===== src/rtl/auto_scale_ctrl.sv =====
// Automatic gain-shift controller for a 32->16 bit requantiser: tracks windowed peak |din|
// and derives the largest safe left shift (fast attack, slow release, manual override).
module auto_scale_ctrl #(
  parameter int WIN_LOG2  = 4,
  parameter int HEADROOM  = 1,
  parameter int SHIFT_MAX = 16
) (
  input  logic        clk,
  input  logic        rst_n,
  input  logic [31:0] din,
  input  logic        din_valid,
  input  logic        enable,
  input  logic [15:0] manual_coeff,
  output logic [15:0] scaled_coeff,
  output logic        coeff_update,
  output logic [31:0] peak_out,
  output logic        win_done
);

  localparam logic [WIN_LOG2-1:0] CNT_LAST = '1;

  logic [WIN_LOG2-1:0] cnt;
  logic [31:0]         peak;
  logic [31:0]         peak_lat;
  logic [31:0]         mag;
  logic [31:0]         peak_next;
  logic                c1_valid;
  logic                c2_valid;
  logic                first_win;
  logic [7:0]          target;
  logic [7:0]          target_next;
  logic [5:0]          lz;
  logic signed [7:0]   shift_raw;

  function automatic logic [5:0] count_lz(input logic [31:0] v);
    count_lz = 6'd32;
    for (int i = 0; i < 32; i++) begin
      if (v[i]) count_lz = 6'(31 - i);
    end
  endfunction

  // -2**31 has no positive twin, so it saturates to the largest positive magnitude
  always_comb begin
    mag = din;
    if (din[31]) mag = (din == 32'h8000_0000) ? 32'h7FFF_FFFF : (~din + 32'd1);
  end

  always_comb peak_next = (mag > peak) ? mag : peak;

  always_comb begin
    lz        = count_lz(peak_lat);
    shift_raw = $signed({2'b00, lz}) - 8'sd1 - 8'(HEADROOM);
    if (shift_raw < 8'sd0)
      target_next = 8'd0;
    else if (shift_raw > $signed(8'(SHIFT_MAX)))
      target_next = 8'(SHIFT_MAX);
    else
      target_next = 8'(shift_raw);
  end

  always_ff @(posedge clk or negedge rst_n) begin
    if (!rst_n) begin
      cnt          <= '0;
      peak         <= '0;
      peak_lat     <= '0;
      c1_valid     <= 1'b0;
      c2_valid     <= 1'b0;
      first_win    <= 1'b1;
      target       <= '0;
      scaled_coeff <= '0;
      coeff_update <= 1'b0;
      peak_out     <= '0;
      win_done     <= 1'b0;
    end else if (!enable) begin
      // Manual mode: measurement idle, pipeline flushed, next auto update loads directly
      cnt          <= '0;
      peak         <= '0;
      c1_valid     <= 1'b0;
      c2_valid     <= 1'b0;
      first_win    <= 1'b1;
      scaled_coeff <= manual_coeff;
      coeff_update <= 1'b0;
      win_done     <= 1'b0;
    end else begin
      c1_valid     <= 1'b0;
      c2_valid     <= 1'b0;
      coeff_update <= 1'b0;
      win_done     <= 1'b0;

      if (din_valid) begin
        if (cnt == CNT_LAST) begin
          peak_lat <= peak_next;
          peak     <= '0;
          cnt      <= '0;
          c1_valid <= 1'b1;
        end else begin
          peak <= peak_next;
          cnt  <= cnt + 1'b1;
        end
      end

      if (c1_valid) begin
        win_done <= 1'b1;
        peak_out <= peak_lat;
        target   <= target_next;
        c2_valid <= 1'b1;
      end

      if (c2_valid) begin
        coeff_update <= 1'b1;
        first_win    <= 1'b0;
        if (first_win)
          scaled_coeff <= {8'd0, target};
        else if ({8'd0, target} < scaled_coeff)
          scaled_coeff <= {8'd0, target};
        else if ({8'd0, target} > scaled_coeff)
          scaled_coeff <= scaled_coeff + 16'd1;
      end
    end
  end

endmodule

===== config.mk =====
export PLATFORM = sky130hd
export DESIGN_NAME = auto_scale_ctrl
export DESIGN_NICKNAME = d
export VERILOG_FILES = /design/src/rtl/auto_scale_ctrl.sv
export SDC_FILE = /design/constraint.sdc
export NUM_CORES = 1
export LEC_CHECK = 0
export BUFFER_PORTS_ARGS = -buffer_cell sky130_fd_sc_hd__buf_2
export CAP_MARGIN = 40
export CORE_ASPECT_RATIO = 1.1
export CORE_MARGIN = 3
export CORE_UTILIZATION = 56
export CTS_BUF_LIST = sky130_fd_sc_hd__clkbuf_16
export DETAILED_ROUTE_END_ITERATION = 12
export HOLD_SLACK_MARGIN = 0.03
export PLACE_DENSITY = 0.78
export SYNTH_ARGS = -nofsm -noshare
export SYNTH_HDL_FRONTEND = slang
export SYNTH_SLANG_ARGS = --single-unit

===== constraint.sdc =====
create_clock -name clk -period 4.7 [get_ports clk]
set_input_delay 0.705 -clock clk [delete_from_list [all_inputs] [get_ports clk]]
set_output_delay 0.705 -clock clk [all_outputs]
set_load 0.01 [all_outputs]

After elaboration in Yosys (flattened, before gate mapping)
Index checks and enable logic that the tools add are counted.
{"block": "op_classes", "addsub": 5, "mul": 0, "div": 0, "magnitude_cmp": 5, "eq_ne": 5, "n_shift": 0, "mux": 57, "bitwise": 1, "n_reduce_logical": 3}
{"cell": "2-to-1 mux 32 bit", "count": 6}
{"cell": "2-to-1 mux 6 bit", "count": 32}
{"cell": "2-to-1 mux 16 bit", "count": 5}
{"cell": "adder 32 x 1 -> 32 bit (second input constant)", "count": 1}
{"cell": "== test 32 bit (second input constant)", "count": 1}
{"cell": "> comparator 32 bit", "count": 1}
{"cell": "NOT 32 bit", "count": 1}
{"cell": "adder 16 x 1 -> 16 bit (second input constant)", "count": 1}
{"cell": "> comparator 8 x 16 -> 1 bit", "count": 1}
{"cell": "less-than comparator 8 x 16 -> 1 bit", "count": 1}
{"cell": "2-to-1 mux 8 bit", "count": 2}
{"cell": "2-to-1 mux 4 bit", "count": 3}
{"cell": "2-to-1 mux 1 bit", "count": 9}
{"cell": "> comparator 8 x 6 -> 1 bit (second input constant)", "count": 1}
{"cell": "less-than comparator 8 x 1 -> 1 bit (second input constant)", "count": 1}
{"cell": "subtractor 7 x 2 -> 8 bit (second input constant)", "count": 1}
{"cell": "subtractor 6 x 1 -> 7 bit (second input constant)", "count": 1}
{"cell": "adder 4 x 1 -> 4 bit (second input constant)", "count": 1}
{"cell": "== test 4 bit (second input constant)", "count": 1}
{"cell": "!= test 4 x 1 -> 1 bit (second input constant)", "count": 1}
{"cell": "AND reduction 2 bit", "count": 2}
{"cell": "AND reduction 3 bit", "count": 1}
{"cell": "!= test 2 x 1 -> 1 bit (second input constant)", "count": 1}
{"cell": "!= test 2 bit (second input constant)", "count": 1}
{"block": "word_totals", "reg_bits": 128, "latchBits": 0, "mem_bits_rw": 0, "romBits": 0, "inputBits": 52, "output_inout_bits": 50, "elab_cells": 86, "memories": 0}

Depth between registers and ports, before layout
{"block": "depth", "depth_word": 37, "depth_mapped": 21, "ltp_nobuf": 18}

Worst setup path after synthesis
Ideal clock, no wire load.
{"block": "synth_timing", "path_type": "input-to-reg", "from": "input port din[15]", "to": "register peak[0]", "setup_ns": 0.066, "arrival_ns": 5.059, "required_ns": 4.634, "setup_slack_ns": -0.426, "cell_stages": 20, "n_path_buf": 4, "path_cell_list": "or4_4 > or3_1 > or4_4 > nand2b_4 > or2_1 > buf_6 > buf_8 > nand2_2 > ha_1 > a21o_1 > a21o_1 > a211o_1 > o211ai_1 > a21oi_1 > o31ai_1 > a21o_1 > clkbuf_1 > a21o_1 > clkbuf_1 > a22o_1"}
{"block": "synth_between", "elab_chain_len": 9, "elab_cells_between_ends": 10, "classes_between": "1 x add/sub; 1 x order compare; 1 x eq/ne; 6 x mux; 1 x bitwise"}
{"element": "start: declaration", "line_no": "10", "rtl": "input logic [31:0] din,"}
{"element": "NOT 32 bit", "line_no": "45", "rtl": "if (din[31]) mag = (din == 32'h8000_0000) ? 32'h7FFF_FFFF : (~din + 32'd1);"}
{"element": "adder 32 x 1 -> 32 bit", "line_no": "45"}
{"element": "2-to-1 mux 32 bit", "line_no": "45"}
{"element": "2-to-1 mux 32 bit *", "line_no": "45"}
{"element": "> comparator 32 bit", "line_no": "48", "rtl": "always_comb peak_next = (mag > peak) ? mag : peak;"}
{"element": "2-to-1 mux 32 bit *", "line_no": "48"}
{"element": "2-to-1 mux 32 bit *", "line_no": "91", "rtl": "if (cnt == CNT_LAST) begin"}
{"element": "2-to-1 mux 32 bit *", "line_no": "90", "rtl": "if (din_valid) begin"}
{"element": "2-to-1 mux 32 bit *", "line_no": "74", "rtl": "end else if (!enable) begin"}
{"element": "end signal: assignment", "line_no": "97", "rtl": "peak <= peak_next;"}
{"element": "end: declaration", "line_no": "23", "rtl": "logic [31:0] peak;"}
Every way passes the cells marked *; elsewhere a longest branch is shown, timed or not. The select of a mux whose other input is x is not followed.
A chain may end at the register's enable or synchronous reset.

Worst setup path in the final report
{"block": "layout_timing", "from": "input port din[15]", "to": "register peak_lat[16]"}
{"block": "layout_between", "elab_chain_len": 6, "elab_cells_between_ends": 7, "classes_between": "1 x add/sub; 1 x order compare; 1 x eq/ne; 3 x mux; 1 x bitwise"}
{"element": "NOT 32 bit", "line_no": "45"}
{"element": "adder 32 x 1 -> 32 bit", "line_no": "45"}
{"element": "2-to-1 mux 32 bit", "line_no": "45"}
{"element": "2-to-1 mux 32 bit *", "line_no": "45"}
{"element": "> comparator 32 bit", "line_no": "48"}
{"element": "2-to-1 mux 32 bit *", "line_no": "48"}
{"element": "end signal: assignment", "line_no": "92", "rtl": "peak_lat <= peak_next;"}
{"element": "end: declaration", "line_no": "24", "rtl": "logic [31:0] peak_lat;"}
Every way passes the cells marked *; elsewhere a longest branch is shown, timed or not.

==> flow_summary.ini <==
[synthesis]
avgSynthCellArea_um2 = 9.638
syn_inst = 805
synth_top_area_share_pct = 40.64
ys_types = 70
synth_edf_count = 0
ys_seq_area_share_pct = 40.98
synth-async-reset-ratio_pct = 100.0
syn-cell-area_um2 = 7759
ys_ff_latch = 127
synth_area_leaders = dfrtp_1 (41%), ha_1 (7.6%), mux2i_1 (4.3%), a22o_1 (4.2%), mux2_2 (3.9%)
ys_dominant_reg_cell = dfrtp_1
synth_fp_nets = 904
synth.yosys.warnings = 0
yosysTopAreaCell = dfrtp_1

[setup_path]
r2r_cells = 18
crit_start = din[15]
end_kind = flop
max_stage_delay_ns = 0.52
cp_max_fo = 7
critPathLaunchType = input pin
r2r_start = peak_lat[5]
crit_arrival_ns = 4.88
r2r_slack_ns = 0.40
critical_path_class = input pin to flop
r2r_end = target[1]
cp.required_ns = 4.97
critPathSlowestCell = or4_4
setup.worst_path.end = peak_lat[16]
crit_chain = buf_6 > or4_4 > or3_4 > or4_4 > nand2b_4 > or2_4 > buf_8 > nand2_2 > ha_1 > a21oi_1 > nor2b_1 > o21ai_0 > a211oi_1 > a2111oi_4 > a21o_1 > buf_6 > clkbuf_16 > mux2i_2 > o21ai_1

[timing]
timing.fmax_ghz = 0.2168
drv_slew = 0
setup_viol = 0
period_needed_ns = 4.612
hold_viol_final = 0
worst_pin_slew_ns = 0.7360
relSlewSlack_pct = 50.93
timing.hold.ws_ns = 0.3083
finalClockSkew_ns = 0.009830
post-route-period-util_pct = 98.12

[clock_network]
clockRootBuffer = clkbuf_16
cts.sinks = 127
cts_buffer_depth = 2
path_clk_slew_ns = 0.06
numCtsBuffers = 17
cts_tree = done
worstSkewPairLatency_ns = 0.41
htreeDepth = 4
ctsHoldBuffers = 0

[routing]
via_per_inst = 5.889
post_drt_wl_per_cell_um = 16.96
wl_met3_um = 1271
drc = 0
route.met2.wl_um = 10130
wl_met1_um = 8394
routed.top_layer = met4
drtIter0Drc = 565
wl_um = 20320
via_count = 7055
antenna_left = 0
firstDrtPassIters = 6

[placed_design]
gp_congestion = 0.9253
place_inst = 1141
dpl.hpwl_um = 13400
portBuffers = 101

[floorplan]
dieArea_um2 = 15300
coreArea_um2 = 13380
rows = 44
die_h_um = 129.5
io_pins = 102
die_w_um = 118.2
start_util_pct = 58.00

[global_routing]
grt_pass1_vias = 6547
track_usage_pct = 24.77
grt_max_degree = 66
grt_first_pass_wirelength_um = 31330
antenna_found_initial = 0
overflow = 0

[cells_and_area]
finalNetCount = 1100
drive_gt1_share_pct = 30.97
area_growth_pct = 29.17
post-route-util_pct = 74.92
final_cell_count_no_fill = 1198
n_antenna_cell = 0

[hold_path]
holdCritPathClass = input pin to async pin

[outcome]
status = completed

[pwr]
leakage_nw = 4.919
power_density_nw_per_um2 = 319.2
ir_drop_v = 0.0003123

[flow_run]
maxCapViolCount = 0
stage by stage:
stage	TNS (ns)	instance area, µm²	total power, mW	setup WS (ns)
3_5_place_dp	-42.50	9027	1.768	-0.7850
5_1_grt	-0.5248	10020	3.332	-0.06668
6_report	0	10020	3.199	0.08846
2_1_floorplan	-6.187	7843	1.561	-0.1204
4_1_cts	0	9794	3.103	0.01090
3_3_place_gp	-41.69	9005	1.752	-0.7023
kinds of logic (layout without fill, tap and decap cells):
logic type	Yosys count	in the layout	synth area share [%]
buf+inv	92	301	4.951
compound gates	218	218	19.47
fa+ha+maj	47	47	7.579
mux	61	61	8.321
flops	127	127	40.98
xor+xnor	31	31	3.499
simple gates	229	229	15.21
how the worst min path moves through the flow:
stage,startpoint,endpoint,slack (ns),depth (start not counted)
4_1_cts,rst_n,scaled_coeff[7],0.32,1
6_report,rst_n,scaled_coeff[7],0.31,1
3_3_place_gp,peak_out[4],peak_out[4],0.46,2
2_1_floorplan,rst_n,c1_valid,0.41,0
3_5_place_dp,peak_out[13],peak_out[13],0.47,2
5_1_grt,rst_n,scaled_coeff[7],0.35,1
where the power goes:
part	switching [mW]	total [mW]	internal, mW
Combinational	0.351	0.714	0.362
Clock	0.512	1.30	0.786
Sequential	0.0498	1.19	1.14
Total	0.914	3.20	2.29
cell type report:
| class | instances | area [µm²] |
|---|---|---|
| Fill cell | 898 | 3356 |
| Clock buffer | 17 | 425.4 |
| Clock inverter | 15 | 162.7 |
| Sequential cell | 127 | 3179 |
| Multi-Input combinational cell | 586 | 4315 |
| Tap cell | 184 | 230.2 |
| Inverter | 59 | 221.5 |
| Timing Repair Buffer | 210 | 1488 |
cells in the mapped netlist (3+ instances only):
cell,count
dfrtp_1,126
nand2_1,70
inv_1,58
ha_1,47
nor2_1,41
o21ai_0,41
a22o_1,37
mux2i_1,33
clkbuf_1,27
mux2_2,27
o21ai_1,27
xor2_1,24
a21oi_1,21
nand3_1,18
nor3_1,17
a21o_1,15
nand2_2,14
nor4_1,14
o31ai_1,11
a211oi_1,9
nand2b_1,9
o2bb2ai_1,8
xnor2_1,7
and3_1,6
nand2_4,6
o21a_1,6
nand4_1,5
nor2b_1,5
o211ai_1,5
o31a_1,5
or3_1,5
or4_1,5
a31oi_1,4
and2_1,3
o221ai_1,3
o41ai_1,3
critical path, delay by kind of cell:
| kind | cells | cell delay, ns |
|---|---|---|
| compound gates | 6 | 1.13 |
| fa+ha+maj | 1 | 0.24 |
| buf+inv | 4 | 0.60 |
| mux | 1 | 0.26 |
| simple gates | 7 | 1.93 |
cells in the final DEF (no fill, tap or decap), drive strengths merged, types with 10 or more instances in the layout:
cell type / synthesis / final
nor4: 14 / 14
buf: 6 / 205
nor2: 42 / 42
a22o: 37 / 37
clkbuf: 27 / 22
mux2i: 33 / 33
inv: 58 / 61
xor2: 24 / 24
dfrtp: 126 / 126
a21oi: 21 / 21
nand2: 90 / 90
ha: 47 / 47
a21o: 15 / 15
o31ai: 11 / 11
nor3: 17 / 17
mux2: 28 / 28
o21ai: 68 / 68
nand2b: 10 / 10
nand3: 18 / 18
routing by layer:
metal	vias up	GRT usage, %
met5	-	0
met4	0	8.828
met3	56	4.845
met2	328	41.34
met1	3331	32.54
li1	3340	-
registers in the layout, indices dropped and copies added (netlist names):
| register | cells |
|---|---|
| peak | 32 |
| peak_lat | 32 |
| peak_out | 32 |
| scaled_coeff | 16 |
| target | 7 |
| cnt | 4 |
| c1_valid | 1 |
| c2_valid | 1 |
| coeff_update | 1 |
| first_win | 1 |
what timing repair did:
| item | CTS | global route |
|---|---|---|
| buffers inserted | 15 | 4 |
| setup endpoints to repair | 64 | 64 |
| pin swaps | 3 | 13 |
| gates cloned | 1 | 5 |
| resized for setup | 7 | 19 |
Note: power is estimated with default switching activity, not from simulation.
